**config.mk**
```make
export PLATFORM = sky130hd
export DESIGN_NAME = fetch_pc
export DESIGN_NICKNAME = d
export VERILOG_FILES = /design/src/rtl/fetch_pc.sv
export SDC_FILE = /design/constraint.sdc
export NUM_CORES = 1
export LEC_CHECK = 0
export ABC_AREA = 1
export CORE_AREA = 2 2 67 69
export DETAILED_ROUTE_END_ITERATION = 12
export DIE_AREA = 0 0 69 71
export GPL_TIMING_DRIVEN = 0
export PLACE_DENSITY_LB_ADDON = 0.12
export SLEW_MARGIN = 20
export SYNTH_ARGS = -nofsm -noshare
export SYNTH_HDL_FRONTEND = slang
export SYNTH_SLANG_ARGS = --single-unit
```
**constraint.sdc**
```tcl
create_clock -name clk -period 2.85 [get_ports clk]
set_input_delay 0.4275 -clock clk [delete_from_list [all_inputs] [get_ports clk]]
set_output_delay 0.4275 -clock clk [all_outputs]
set_load 0.01 [all_outputs]
```
**src/rtl/fetch_pc.sv**
```systemverilog
// Instruction-fetch stage: owns the PC, fetches over a req/ack imem port and hands
// {pc, instr} to decode through a one-entry valid/ready buffer.
module fetch_pc #(
    parameter int                ADDR_W   = 8,
    parameter int                INSTR_W  = 16,
    parameter logic [ADDR_W-1:0] RESET_PC = 8'h00
) (
    input  logic               clk,
    input  logic               rst_n,
    input  logic               jump_en,
    input  logic [ADDR_W-1:0]  jump_target,
    output logic               imem_req,
    output logic [ADDR_W-1:0]  imem_addr,
    input  logic               imem_ack,
    input  logic [INSTR_W-1:0] imem_rdata,
    output logic               if_valid,
    output logic [ADDR_W-1:0]  if_pc,
    output logic [INSTR_W-1:0] if_instr,
    input  logic               if_ready
);

    typedef enum logic [1:0] {
        IDLE,
        REQ,
        HOLD
    } state_t;

    state_t              state_q, state_d;
    logic [ADDR_W-1:0]   pc_q, pc_d;
    logic [ADDR_W-1:0]   req_addr_q, req_addr_d;
    logic                squash_q, squash_d;
    logic                req_q, req_d;
    logic                valid_q, valid_d;
    logic [ADDR_W-1:0]   if_pc_q, if_pc_d;
    logic [INSTR_W-1:0]  if_instr_q, if_instr_d;

    always_comb begin
        state_d    = state_q;
        pc_d       = pc_q;
        req_addr_d = req_addr_q;
        squash_d   = squash_q;
        req_d      = req_q;
        valid_d    = valid_q;
        if_pc_d    = if_pc_q;
        if_instr_d = if_instr_q;

        case (state_q)
            IDLE: begin
                pc_d       = jump_en ? jump_target : pc_q;
                req_addr_d = pc_d;
                req_d      = 1'b1;
                state_d    = REQ;
            end

            REQ: begin
                if (!imem_ack) begin
                    // A jump while the request is in flight marks its data as dead;
                    // the request itself must stay untouched until acked.
                    if (jump_en) begin
                        pc_d     = jump_target;
                        squash_d = 1'b1;
                    end
                end else if (squash_q || jump_en) begin
                    squash_d   = 1'b0;
                    pc_d       = jump_en ? jump_target : pc_q;
                    req_addr_d = pc_d;
                end else begin
                    if_instr_d = imem_rdata;
                    if_pc_d    = req_addr_q;
                    valid_d    = 1'b1;
                    pc_d       = req_addr_q + ADDR_W'(1);
                    req_d      = 1'b0;
                    state_d    = HOLD;
                end
            end

            HOLD: begin
                // A jump drops the buffered instruction even if decode is ready.
                if (jump_en) begin
                    valid_d    = 1'b0;
                    pc_d       = jump_target;
                    req_addr_d = jump_target;
                    req_d      = 1'b1;
                    state_d    = REQ;
                end else if (if_ready) begin
                    valid_d    = 1'b0;
                    req_addr_d = pc_q;
                    req_d      = 1'b1;
                    state_d    = REQ;
                end
            end

            default: begin
                state_d = IDLE;
                req_d   = 1'b0;
                valid_d = 1'b0;
            end
        endcase
    end

    always_ff @(posedge clk) begin
        if (!rst_n) begin
            state_q    <= IDLE;
            pc_q       <= RESET_PC;
            req_addr_q <= RESET_PC;
            squash_q   <= 1'b0;
            req_q      <= 1'b0;
            valid_q    <= 1'b0;
            if_pc_q    <= '0;
            if_instr_q <= '0;
        end else begin
            state_q    <= state_d;
            pc_q       <= pc_d;
            req_addr_q <= req_addr_d;
            squash_q   <= squash_d;
            req_q      <= req_d;
            valid_q    <= valid_d;
            if_pc_q    <= if_pc_d;
            if_instr_q <= if_instr_d;
        end
    end

    assign imem_req  = req_q;
    assign imem_addr = req_addr_q;
    assign if_valid  = valid_q;
    assign if_pc     = if_pc_q;
    assign if_instr  = if_instr_q;

endmodule

```
[After elaboration in Yosys (flattened, before gate mapping)]
Index checks and enable logic that the tools add are counted.
Word-level totals
  bits in registers: 45
  input port bits: 29
  output and inout bits: 34
  word-level logic and storage cells: 56
Operators by class
  add/sub/neg operators: 1
  equal/unequal tests: 7
  muxes and demuxes: 27
  bitwise gates (word level): 2
  reductions and logical operators: 11
Operators by type and width (number)
  8-bit two-way mux: 7
  8-bit one-hot mux with 3 select lines: 1
  8-bit one-hot mux with 2 select lines: 1
  1-bit two-way mux: 11
  3-bit AND reduction: 3
  8-bit by 1-bit adder with 8-bit output, second input constant: 1
  2-bit two-way mux: 4
  4-bit AND reduction: 2
  2-bit != test, second input constant: 3
  1-bit one-hot mux with 3 select lines: 2
  2-bit one-hot mux with 3 select lines: 1
  2-bit nonzero test: 2
  3-bit != test, second input constant: 1
  3-bit nonzero test: 1
  2-bit by 1-bit equality test with 1-bit output, second input constant: 1
  2-bit equality test, second input constant: 1
  2-bit logical NOT: 1
  2-bit by 1-bit != test with 1-bit output, second input constant: 1
  1-bit inverter: 2
  2-bit OR reduction: 1
  1-bit logical OR: 1

[Logic depth before layout (Yosys ltp)]
  depth in word-level cells: 4
  mapped depth: 9
  depth with buffers taken out: 8

[Worst setup path before layout]
Ideal clock, no wire load.
  path kind: input to register
  from: input port jump_en
  to: register if_pc_q[4], in the netlist if_pc[4]
  library setup time: 0.116 ns
  arrival time: 1.219 ns
  data required time: 2.734 ns
  slack: 1.515 ns
  cell stages on the path: 8
  path buffers: 2
  cell sequence: buf_6 > nor2_8 > nand3_4 > nor2_4 > inv_1 > buf_2 > nor2_1 > nor2_1
Between the ends
  longest elaborated chain between the ends: 3
RTL lines
  start: declaration: line 10  | input logic jump_en,
  1-bit logical OR: line 63  | end else if (squash_q || jump_en) begin
  1-bit inverter (no line)
  3-bit AND reduction (no line)
  end signal: assignment: line 118  | if_pc_q <= if_pc_d;
  end: declaration: line 34  | logic [ADDR_W-1:0] if_pc_q, if_pc_d;
Every way passes these cells.
A chain may end at the register's enable or synchronous reset.

[Worst setup path in the final report]
  from: register req_addr_q[4], in the netlist imem_addr[4]
  to: output port imem_addr[4]
RTL lines
  start: declaration: line 30  | logic [ADDR_W-1:0] req_addr_q, req_addr_d;
  start signal: assignment: line 114  | req_addr_q <= req_addr_d;
  end: declaration: line 13  | output logic [ADDR_W-1:0] imem_addr,
No word-level cell between the ends.

==> impl_metrics.env <==
export IMPL_status="finished clean"
export IMPL_synth_edf_count=0
export IMPL_synthCells=271
export IMPL_fin_crit_ns=1.80
export IMPL_synth_top_family_by_area="simple AND/OR/NAND/NOR gates"
export IMPL_fp_dieW_um=69
export IMPL_rsz0062_at_grt="false"
export IMPL_gp_congestion=0.794
export IMPL_grt_pass1_vias=1793
export IMPL_yosys_warnings=0
export IMPL_totalWireLength_um=4760
export IMPL_synth_fa_ha_area_share_pct=0.626
export IMPL_cts_resized=0
export IMPL_rr_worst_depth=6
export IMPL_ys_ff_latch=44
export IMPL_yosys_most_used_dff="dfxtp_1"
export IMPL_htreeDepth=2
export IMPL_drive_above_1_share_pct=9.14
export IMPL_setup_viol=0
export IMPL_post_route_util_pct=65.5
export IMPL_slew_limit_headroom_pct=73.0
export IMPL_syn_nets=301
export IMPL_ys_seq_area_share_pct=44.1
export IMPL_worstSetupEndpointType="output port"
export IMPL_avgSynthCellArea_um2=7.37
export IMPL_cts_tree="yes"
export IMPL_worst_path_largest_cell_delay_ns=0.59
export IMPL_vias=1919
export IMPL_grt_start_max_net_pins=13
export IMPL_drv_slew=0
export IMPL_clockBufferDepth=2
export IMPL_worstSetupStartpointType="register"
export IMPL_cap_violations=0
export IMPL_arrival_ns=1.37
export IMPL_cp_cell_sequence="clkdlybuf4s50_1"
export IMPL_synth_area_mux_share_pct=0
export IMPL_hold_end="pc_q[7]$_SDFFE_PN0N_"
export IMPL_core_area_um2=4200
export IMPL_yosys_area_share_simple_pct=29.2
export IMPL_min_delay_path_depth=2
export IMPL_hold_buffers=0
export IMPL_nNetsFinal=368
export IMPL_crit_type="register to output port"
export IMPL_p_per_area_nw_per_um2=509
export IMPL_synthToLayoutAreaGrowth_pct=37.8
export IMPL_hp_class="register to register"
export IMPL_critical_path_top_delay_family="buffers and inverters"
export IMPL_fp_dieArea_um2=4900
export IMPL_required_ns=2.42
export IMPL_ant_nets=0
export IMPL_cts_setup_buffers=0
export IMPL_finalHoldViolations=0
export IMPL_timing_rr_start="state_q[0]$_SDFFE_PN0P_"
export IMPL_cts_root_buf="clkbuf_8"
export IMPL_io_pins=63
export IMPL_layout_commonest_cell="nor2_1"
export IMPL_avgViaCountPerCell=4.91
export IMPL_cts_made_buffers=5
export IMPL_clock_sinks=44
export IMPL_vdd_drop_max_mv=0.339
export IMPL_crit_fanout=6
export IMPL_synth_xor_xnor_area_share_pct=1.31
export IMPL_finalClockSkew_ns=0.00811
export IMPL_crit_cells=1
export IMPL_n_antenna_cell=0
export IMPL_leakage_nw=1.19
export IMPL_cp_slowest_cell="clkdlybuf4s50_1"
export IMPL_wl_per_cell_um=12.2
export IMPL_ys_types=27
export IMPL_grt_pass1_wl_um=8210
export IMPL_fin_crit_sh_pct=63.2
export IMPL_tightest_slew_ns=0.406
export IMPL_die_height_um=71
export IMPL_total_power_mw=1.40
export IMPL_synth_area_leaders="dfxtp_1, nor2_1, o21ai_0, nand2_1, a21oi_1"
export IMPL_placement_rows=24
export IMPL_cp_num_buf_inv=1
export IMPL_tns_ns=0
export IMPL_start_util_pct=47.5
export IMPL_worst_hold_startpoint="pc_q[7]$_SDFFE_PN0N_"
export IMPL_syn_area_um2=2000
export IMPL_remaining_drc_errors=0
export IMPL_hpwl_um=3430
export IMPL_drt_initial_drc_count=108
export IMPL_fmax_ghz=0.555
export IMPL_port_buffers=60
export IMPL_synth_compound_area_share_pct=16.1
export IMPL_async_flop_share_pct=0
export IMPL_reg2reg_slack_ns=1.46
export IMPL_clock_latency_ns=0.29
export IMPL_dp_slack_ns=0.976
export IMPL_grt_usage_pct=20.6
export IMPL_dr_pass1_iters=4
export IMPL_r2r_end="if_pc[4]$_SDFFE_PN0P_"
export IMPL_antenna_found_initial=0
export IMPL_most_common_layout_cells="nor2_1, clkdlybuf4s50_1, dfxtp_1, nand2_1, o21ai_0"
export IMPL_clkSlewWorstSetupHoldPaths_ns=0.08
export IMPL_setup_ws_ns=1.05
export IMPL_yosysTopAreaCellShare_pct=44.1
export IMPL_overflow=0
export IMPL_synth_area_leader_cell="dfxtp_1"
-- cell type report --
| type | count | area, µm² |
|---|---|---|
| Inverter | 21 | 80.1 |
| Buffer | 13 | 92.6 |
| Tap cell | 52 | 65.1 |
| Clock buffer | 8 | 90.1 |
| Timing Repair Buffer | 60 | 601 |
| Sequential cell | 44 | 881 |
| Multi-Input combinational cell | 193 | 945 |
| Fill cell | 397 | 1450 |
-- kinds of logic (layout without fill, tap and decap cells) --
family,Yosys count,in the layout
flops,44,44
compound gates,63,63
xor+xnor,3,3
simple gates,126,126
fa+ha+maj,1,1
buf+inv,34,102
-- power breakdown --
group | internal, mW | leakage, nW | switching [mW]
clock | 0.198 | 0.0455 | 0.199
combinational | 0.156 | 0.785 | 0.145
sequential | 0.662 | 0.361 | 0.0429
total | 1.02 | 1.19 | 0.387
-- synth_stat cells, types with 2 or more instances --
master    instances
a21oi_1          18
buf_2             5
buf_6             5
clkbuf_1          3
dfxtp_1          44
inv_1            18
nand2_1          43
nand2_2           2
nand3_1           6
nand3_4           2
nor2_1           63
nor2_2            2
nor2_4            2
nor2_8            2
o21ai_0          39
o21ai_1           4
xor2_1            3
-- state kept, by name (all words and copies together), names as in the netlist --
| name | count |
|---|---|
| imem_addr | 8 |
| if_valid | 1 |
| state_q | 2 |
| pc_q | 8 |
| squash_q | 1 |
| if_instr | 16 |
| if_pc | 8 |
-- how the worst max path moves through the flow --
stage / startpoint / endpoint / slack, ns
after detailed placement: imem_ack / if_pc[4]$_SDFFE_PN0P_ / 0.98
final: imem_addr[4]$_SDFFE_PN0P_ / imem_addr[4] / 1.05
after global placement: imem_ack / if_pc[4]$_SDFFE_PN0P_ / 1.00
after floorplan: jump_en / if_pc[4]$_SDFFE_PN0P_ / 1.52
after global routing: imem_addr[2]$_SDFFE_PN0P_ / imem_addr[2] / 1.00
after CTS: imem_addr[4]$_SDFFE_PN0P_ / imem_addr[4] / 1.05
-- metrics by stage --
stage	instance area [µm²]	hold slack (ns)	std cells
2_1_floorplan	2000	0.442	271
3_3_place_gp	2660	0.449	383
3_5_place_dp	2660	0.455	383
4_1_cts	2750	0.467	391
5_1_grt	2750	0.489	391
6_report	2750	0.468	391
-- metal layers --
layer | wire (µm) | GRT usage (%) | part of all wire, %
met1 | 2340 | 26.8 | 49
met2 | 2090 | 33.4 | 44
met3 | 250 | 4.99 | 5.2
met4 | 75 | 7.84 | 1.6
met5 | 0 | 0 | 0
(Power assumes the default switching activity.)
